**src/rtl/reorder_buffer_pkg.sv**
```systemverilog
// Shared processor definitions for the reorder buffer, hazard detection and dispatch.
`ifndef ROB_SIZE
`define ROB_SIZE 16
`endif

package reorder_buffer_pkg;

  localparam int ROB_TAG_W  = $clog2(`ROB_SIZE);
  localparam int ROB_DATA_W = 32;
  localparam int ROB_REG_W  = 5;

  typedef struct packed {
    logic                  valid;
    logic                  ready;
    logic [ROB_REG_W-1:0]  rd;
    logic [ROB_DATA_W-1:0] value;
  } rob_entry;

endpackage

```
**src/rtl/reorder_buffer_rob_ptr.sv**
```systemverilog
// Modulo-SIZE pointer register with increment enable and synchronous clear.
module rob_ptr #(
  parameter int SIZE = 16,
  parameter int W    = $clog2(SIZE)
) (
  input  logic         clk,
  input  logic         reset,
  input  logic         clear,
  input  logic         inc,
  output logic [W-1:0] ptr
);

  // Pointer advances by one and wraps from SIZE-1 back to 0.
  always_ff @(posedge clk or posedge reset) begin
    if (reset) begin
      ptr <= '0;
    end else if (clear) begin
      ptr <= '0;
    end else if (inc) begin
      ptr <= (ptr == W'(SIZE - 1)) ? '0 : ptr + 1'b1;
    end
  end

endmodule

```
**src/rtl/reorder_buffer.sv**
```systemverilog
// Circular reorder buffer: in-order allocation, tagged writeback, in-order retire.
module reorder_buffer
  import reorder_buffer_pkg::*;
#(
  parameter int ROB_SIZE = `ROB_SIZE,
  parameter int DATA_W   = ROB_DATA_W,
  parameter int REG_W    = ROB_REG_W,
  parameter int TAG_W    = $clog2(ROB_SIZE)
) (
  input  logic              clk,
  input  logic              reset,
  input  logic              flush,
  input  logic              alloc_valid,
  input  logic [REG_W-1:0]  alloc_rd,
  output logic              alloc_ready,
  output logic [TAG_W-1:0]  alloc_tag,
  input  logic              wb_valid,
  input  logic [TAG_W-1:0]  wb_tag,
  input  logic [DATA_W-1:0] wb_value,
  input  logic              retire_stall,
  output logic              retire_valid,
  output logic              retire_we,
  output logic [REG_W-1:0]  retire_rd,
  output logic [DATA_W-1:0] retire_value,
  output rob_entry          rob [ROB_SIZE],
  output int                rob_head,
  output logic              rob_full,
  output logic              rob_empty
);

  localparam logic [TAG_W:0] FULL_CNT = (TAG_W + 1)'(ROB_SIZE);

  logic [TAG_W-1:0] head;
  logic [TAG_W-1:0] tail;
  logic [TAG_W:0]   count;

  rob_ptr #(.SIZE(ROB_SIZE), .W(TAG_W)) u_head (
    .clk   (clk),
    .reset (reset),
    .clear (flush),
    .inc   (retire_valid),
    .ptr   (head)
  );

  rob_ptr #(.SIZE(ROB_SIZE), .W(TAG_W)) u_tail (
    .clk   (clk),
    .reset (reset),
    .clear (flush),
    .inc   (alloc_ready),
    .ptr   (tail)
  );

  // Occupancy flags come from the registered count, never from pointer comparison.
  always_comb begin
    rob_full  = (count == FULL_CNT);
    rob_empty = (count == '0);
  end

  // Allocation handshake and retire decision, all from registered state.
  always_comb begin
    alloc_ready  = alloc_valid && !rob_full && !flush;
    alloc_tag    = tail;
    retire_valid = rob[head].valid && rob[head].ready && !retire_stall && !flush;
    retire_rd    = rob[head].rd;
    retire_value = rob[head].value;
    retire_we    = retire_valid && (rob[head].rd != '0);
    rob_head     = int'(head);
  end

  // Occupancy count: allocate and retire in the same cycle cancel out.
  always_ff @(posedge clk or posedge reset) begin
    if (reset) begin
      count <= '0;
    end else if (flush) begin
      count <= '0;
    end else begin
      case ({alloc_ready, retire_valid})
        2'b10:   count <= count + 1'b1;
        2'b01:   count <= count - 1'b1;
        default: count <= count;
      endcase
    end
  end

  // Entry array. Later assignments win: a retire clears a head that is
  // written back in the same cycle, and allocation only targets a free slot.
  always_ff @(posedge clk or posedge reset) begin
    if (reset) begin
      for (int unsigned i = 0; i < ROB_SIZE; i++) begin
        rob[i] <= '0;
      end
    end else if (flush) begin
      for (int unsigned i = 0; i < ROB_SIZE; i++) begin
        rob[i].valid <= 1'b0;
        rob[i].ready <= 1'b0;
      end
    end else begin
      if (wb_valid && rob[wb_tag].valid) begin
        rob[wb_tag].ready <= 1'b1;
        rob[wb_tag].value <= wb_value;
      end
      if (retire_valid) begin
        rob[head].valid <= 1'b0;
        rob[head].ready <= 1'b0;
      end
      if (alloc_ready) begin
        rob[tail] <= '{valid: 1'b1, ready: 1'b0, rd: alloc_rd, value: '0};
      end
    end
  end

  // Structural invariants of the buffer.
  a_count_bound: assert property (@(posedge clk) disable iff (reset) count <= FULL_CNT);
  a_retire_nonempty: assert property (@(posedge clk) disable iff (reset) retire_valid |-> !rob_empty);
  a_alloc_notfull: assert property (@(posedge clk) disable iff (reset) alloc_ready |-> !rob_full);

endmodule

```
**config.mk**
```make
export PLATFORM = sky130hd
export DESIGN_NAME = reorder_buffer
export DESIGN_NICKNAME = d
export VERILOG_FILES = /design/src/rtl/reorder_buffer_pkg.sv /design/src/rtl/reorder_buffer_rob_ptr.sv /design/src/rtl/reorder_buffer.sv
export SDC_FILE = /design/constraint.sdc
export NUM_CORES = 2
export LEC_CHECK = 0
export ABC_AREA = 1
export ABC_CLOCK_PERIOD_IN_PS = 66300
export BUFFER_PORTS_ARGS = -buffer_cell sky130_fd_sc_hd__buf_4
export CELL_PAD_IN_SITES_DETAIL_PLACEMENT = 0
export CELL_PAD_IN_SITES_GLOBAL_PLACEMENT = 2
export CORE_ASPECT_RATIO = 2
export CORE_MARGIN = 3
export CORE_UTILIZATION = 30
export DETAILED_ROUTE_END_ITERATION = 16
export PLACE_DENSITY_LB_ADDON = 0.3
export SLEW_MARGIN = 20
export SYNTH_ARGS = -nofsm -noshare
export SYNTH_HDL_FRONTEND = slang
export SYNTH_SLANG_ARGS = --single-unit
```
**constraint.sdc**
```tcl
create_clock -name clk -period 66.3 [get_ports clk]
set_input_delay 9.945 -clock clk [delete_from_list [all_inputs] [get_ports clk]]
set_output_delay 9.945 -clock clk [all_outputs]
set_load 0.1 [all_outputs]
```
---- Word level (Yosys, flattened, before mapping) ----
Index checks and enable logic that the tools add are counted.
word-level totals
  ROM bits ................................ 0
  memories kept ........................... 0
  bits in latches ......................... 0
  output and inout bits ................... 702
  register bits ........................... 637
  RAM bits ................................ 0
operators by class
  multipliers ............................. 0
  reductions and logical operators ........ 18
  bitwise operators ....................... 3
  add/sub/neg operators ................... 4
  eq/ne operators ......................... 5
  shifts and indexed selects .............. 0
  div/mod/pow operators ................... 0
  multiplexer cells ....................... 50
  $lt $le $gt $ge ......................... 6
operators by type and width
  kind                                                                          number
  624-bit bitwise mux                                                           5
  624-bit two-way mux                                                           5
  39-bit demux with 4-bit select                                                5
  39-bit binary-select mux with 4-bit select                                    2
  39-bit two-way mux                                                            6
  38-bit two-way mux                                                            2
  2-bit two-way mux                                                             16
  32-bit two-way mux                                                            1
  4-bit two-way mux                                                             6
  5-bit greater-or-equal comparator, second input constant                      3
  5-bit by 1-bit less-than comparator with 1-bit output, second input constant  3
  4-bit NOT with 5-bit output                                                   3
  1-bit logical AND                                                             10
  5-bit case mux with 2 select lines                                            1
  4-bit by 1-bit adder with 4-bit output, second input constant                 2
  4-bit equality test, second input constant                                    2
  5-bit by 1-bit adder with 5-bit output, second input constant                 1
  5-bit equality test, second input constant                                    1
  5-bit logical NOT                                                             1
  5-bit two-way mux                                                             1
  5-bit nonzero test                                                            1
  5-bit by 1-bit subtractor with 5-bit output, second input constant            1
  2-bit nonzero test                                                            2
  1-bit logical NOT                                                             3
  other kinds (3)                                                               3

---- Longest topological paths before layout ----
  depth after elaboration ................. 16
  mapped depth ............................ 21
  depth with buffers taken out ............ 20

---- By module ----
From an unflattened synthesis, not the netlist that was laid out.
unflattened totals
  cells, all modules ...................... 4676
  area, all modules ....................... 34493.1 µm²
modules (own cells, without submodules)
  module          cells each  area an instance (µm²)  times used
  reorder_buffer  4624        34045.2                 1
  rob_ptr         26          224.0                   2

---- Worst setup path before layout ----
Ideal clock, no wire load.
  path type ............................... input-to-output
  start ................................... input retire_stall
  end ..................................... output retire_we
  arrival time ............................ 11.912 ns
  path buffers ............................ 0
  required time ........................... 56.355 ns
  stages .................................. 5
  setup slack ............................. 44.443 ns
  path through ............................ nor2_2 nand2_1 nor2_4 inv_2 a21oi_1
between the ends
  longest elaborated chain between the ends .. 4
RTL lines
  what                            line                  RTL
  start: declaration              reorder_buffer.sv:20  input logic retire_stall,
  1-bit logical NOT               reorder_buffer.sv:63  retire_valid = rob[head].valid && rob[head].ready && !retire_stall && !flush;
  1-bit logical AND (2 in a row)  reorder_buffer.sv:63
  1-bit logical AND               reorder_buffer.sv:66  retire_we = retire_valid && (rob[head].rd != '0);
  end: declaration                reorder_buffer.sv:22  output logic retire_we,
Every way passes these cells.

---- Final worst setup path ----
Ends and elaborated chain as after synthesis.

==> impl_metrics.ini <==
[clock_tree]
clock_path_buffers = 3
clk_pin_slew_ns = 0.06
htree_levels = 3
cts_buffers = 70
tritoncts = done
clock_latency_ns = 0.66
root_buffer = clkbuf_16
holdBufCountCts = 0
cts_setup_buffers = 0
cts_sinks = 637
ctsResizeCount = 0

[synth]
synth_flop_cell = dfrtp_1
ys_types = 37
postSynthAreaPerCell_um2 = 7.23
synth-edff-count = 0
yosysTopAreaCell = dfrtp_1
synth_top_cell_area_share_pct = 45.2
ys_top_cells_by_area = dfrtp_1 45%, nand2_1 12%, o21ai_0 9.5%, inv_1 5.8%, a21oi_1 5.7%
yosys_register_bits = 637
postSynthCellCount = 4884
yosys_warnings = 0
async_flop_share_pct = 100
ys_seq_area_share_pct = 45.2
syn_area_um2 = 35300

[timing]
hold_violations = 0
setup_viol = 0
relSlewSlack_pct = 18.3
max_freq_ghz = 0.0469
fin_crit_ns = 21.32
rsz0062_at_grt = no
drv_slew = 0
post-route-period-util_pct = 32.2
setup_tns_ns = 0
worstMarginPinSlew_ns = 1.22
fin_skew_ns = 0.0257

[worst_setup_path]
end_kind = output pin
arrival_ns = 11.38
critPathBufInv = 3
cp_max_fo = 16
crit_chain = buf_4 > nor2_2 > nand2_1 > nor2_4 > inv_2 > a21oi_1 > buf_4
critPathLaunchType = input port
cpPeakStageDelay_ns = 0.37
cp-endpoint = retire_we
crit_top_cell = buf_4
critPathSlowestCell = nor2_4
cp.depth = 7
critPathLaunch = retire_stall
worstSetupPathType = input port to output pin
rr_endpoint = count[4]
cp_top_family = simple AND/OR/NAND/NOR gates
worstPathRequired_ns = 56.35
r2r-start = u_head.ptr[0]
rrSetupSlack_ns = 62.00
reg2reg_depth = 13

[layout]
design_area_um2 = 43800
area_delta_synth_final_pct = 24.3
final_layout_size_suffix_gt1_share_pct = 17.4
nets = 5403

[floorplan]
die_y_um = 491
core-area_um2 = 116000
io_pins = 749
initial_core_util_pct = 30.3
fp.dieW_um = 249
dieArea_um2 = 122000
rows = 177

[global_routing]
antenna_found_initial = 15
grt_pass1_vias = 34675
grt_max_degree = 153
grt_pass1_wl_mm = 276
grt_overflow = 0
gr-usage-all-layers_pct = 31.3

[power]
powerDensity_nw_per_um2 = 34.5
peakVddDrop_v = 0.0000315
p_leak_nw = 22.4

[detailed_routing]
drt_iter0_drc = 2858
drcViolationCount = 0
ant_nets = 0
vias = 37124
dr.pass1.iters = 6
routed_wl_mm = 198
viasPerCell = 5.37
wl_per_cell_um = 28.6

[min_path]
hold_class = register to register

[place]
io_buffers = 720
dp_hpwl_mm = 139
place.gp.congestion = 0.955
place_area_um2 = 41600

[job]
maxCapViolCount = 0

[status]
status = finished, final reports clean
==> per-stage QoR <==
step           util (%)  setup slack, ns  hold WS, ns  total power [mW]  cells
5_1_grt            37.6            44.88        0.541              1.56   6913
6_report           37.6            44.98        0.513              1.51   6915
3_3_place_gp       35.7            44.98        0.486              1.11   6794
4_1_cts            37.6            44.96        0.514              1.52   6912
3_5_place_dp       35.7            44.96        0.496              1.12   6795
2_1_floorplan         -            38.51        0.478             0.947   4911
==> how the worst min path moves through the flow <==
stage               startpoint  slack, ns       end  cells past startpoint
finish                rob[383]       0.51  rob[383]                      2
global route          rob[192]       0.54  rob[192]                      2
CTS                   rob[268]       0.51  rob[268]                      2
detailed placement    rob[268]       0.50  rob[268]                      2
global placement      rob[541]       0.49  rob[541]                      2
floorplan             count[3]       0.48  count[3]                      2
==> Yosys cell counts (45+ instances only) <==
library cell,number
dfrtp_1,637
o21ai_1,62
o211ai_1,70
o22ai_1,307
inv_1,549
nor2_1,459
buf_4,45
nand3_1,62
buf_2,68
clkbuf_1,284
a21oi_1,404
nand2_1,1114
o21ai_0,672
==> cells by family after synthesis <==
group           share of synthesized area (%)
fa+ha+maj                               0.355
buf+inv                                  11.3
other cells                            0.0106
xor+xnor                               0.0496
simple gates                             18.2
flops                                    45.2
compound gates                           24.9
==> cell usage in the layout (no fill, tap or decap), types with 10 or more instances in the layout <==
cell type	n
clkbuf_8	15
a21boi_0	18
clkbuf_1	17
nor2_1	450
o22ai_1	307
a2111o_1	32
nand2_1	1110
a21boi_1	10
clkinv_2	10
conb_1	28
dfrtp_1	635
o211ai_1	70
nand4_1	11
a21oi_1	400
clkbuf_16	73
ha_1	10
inv_1	547
nand3_1	53
o21ai_0	671
buf_4	782
nor2_4	10
o21ai_1	63
==> layer usage <==
layer  up-vias  wire length [um]  track usage, %
met5         -                41               0
met4         6             11900            16.6
met3       312             17100            8.61
met2      1658             95100            52.7
met1     18245             73800            36.1
li1      16903                 -               -
==> layout make-up <==
cell class	count	area, um^2
antenna	3	7.51
clock buffer	104	2080
clock inverter	13	118
fill	12441	72600
inverter	559	2130
multi-input combinational	3292	15700
sequential	637	15900
tap	1521	1900
timing repair buffer	786	5950
==> where the power goes <==
| group | total (mW) | leakage [nW] | internal, mW | switching, mW |
|---|---|---|---|---|
| combinational | 0.627 | 12.8 | 0.106 | 0.520 |
| clock | 0.402 | 1.09 | 0.224 | 0.178 |
| sequential | 0.484 | 8.50 | 0.437 | 0.0470 |
==> worst min-delay path: stages, from the launching register on <==
cell	delay (ns)
dfrtp_1	0.36
nand2_1	0.05
o21ai_0	0.06
==> sequential cells by signal, summed over array words and instances, names as in the netlist <==
register and flops:
count 5, rob 624, u_head.ptr 4, u_tail.ptr 4
No activity file was read; power rests on OpenSTA's default activity.
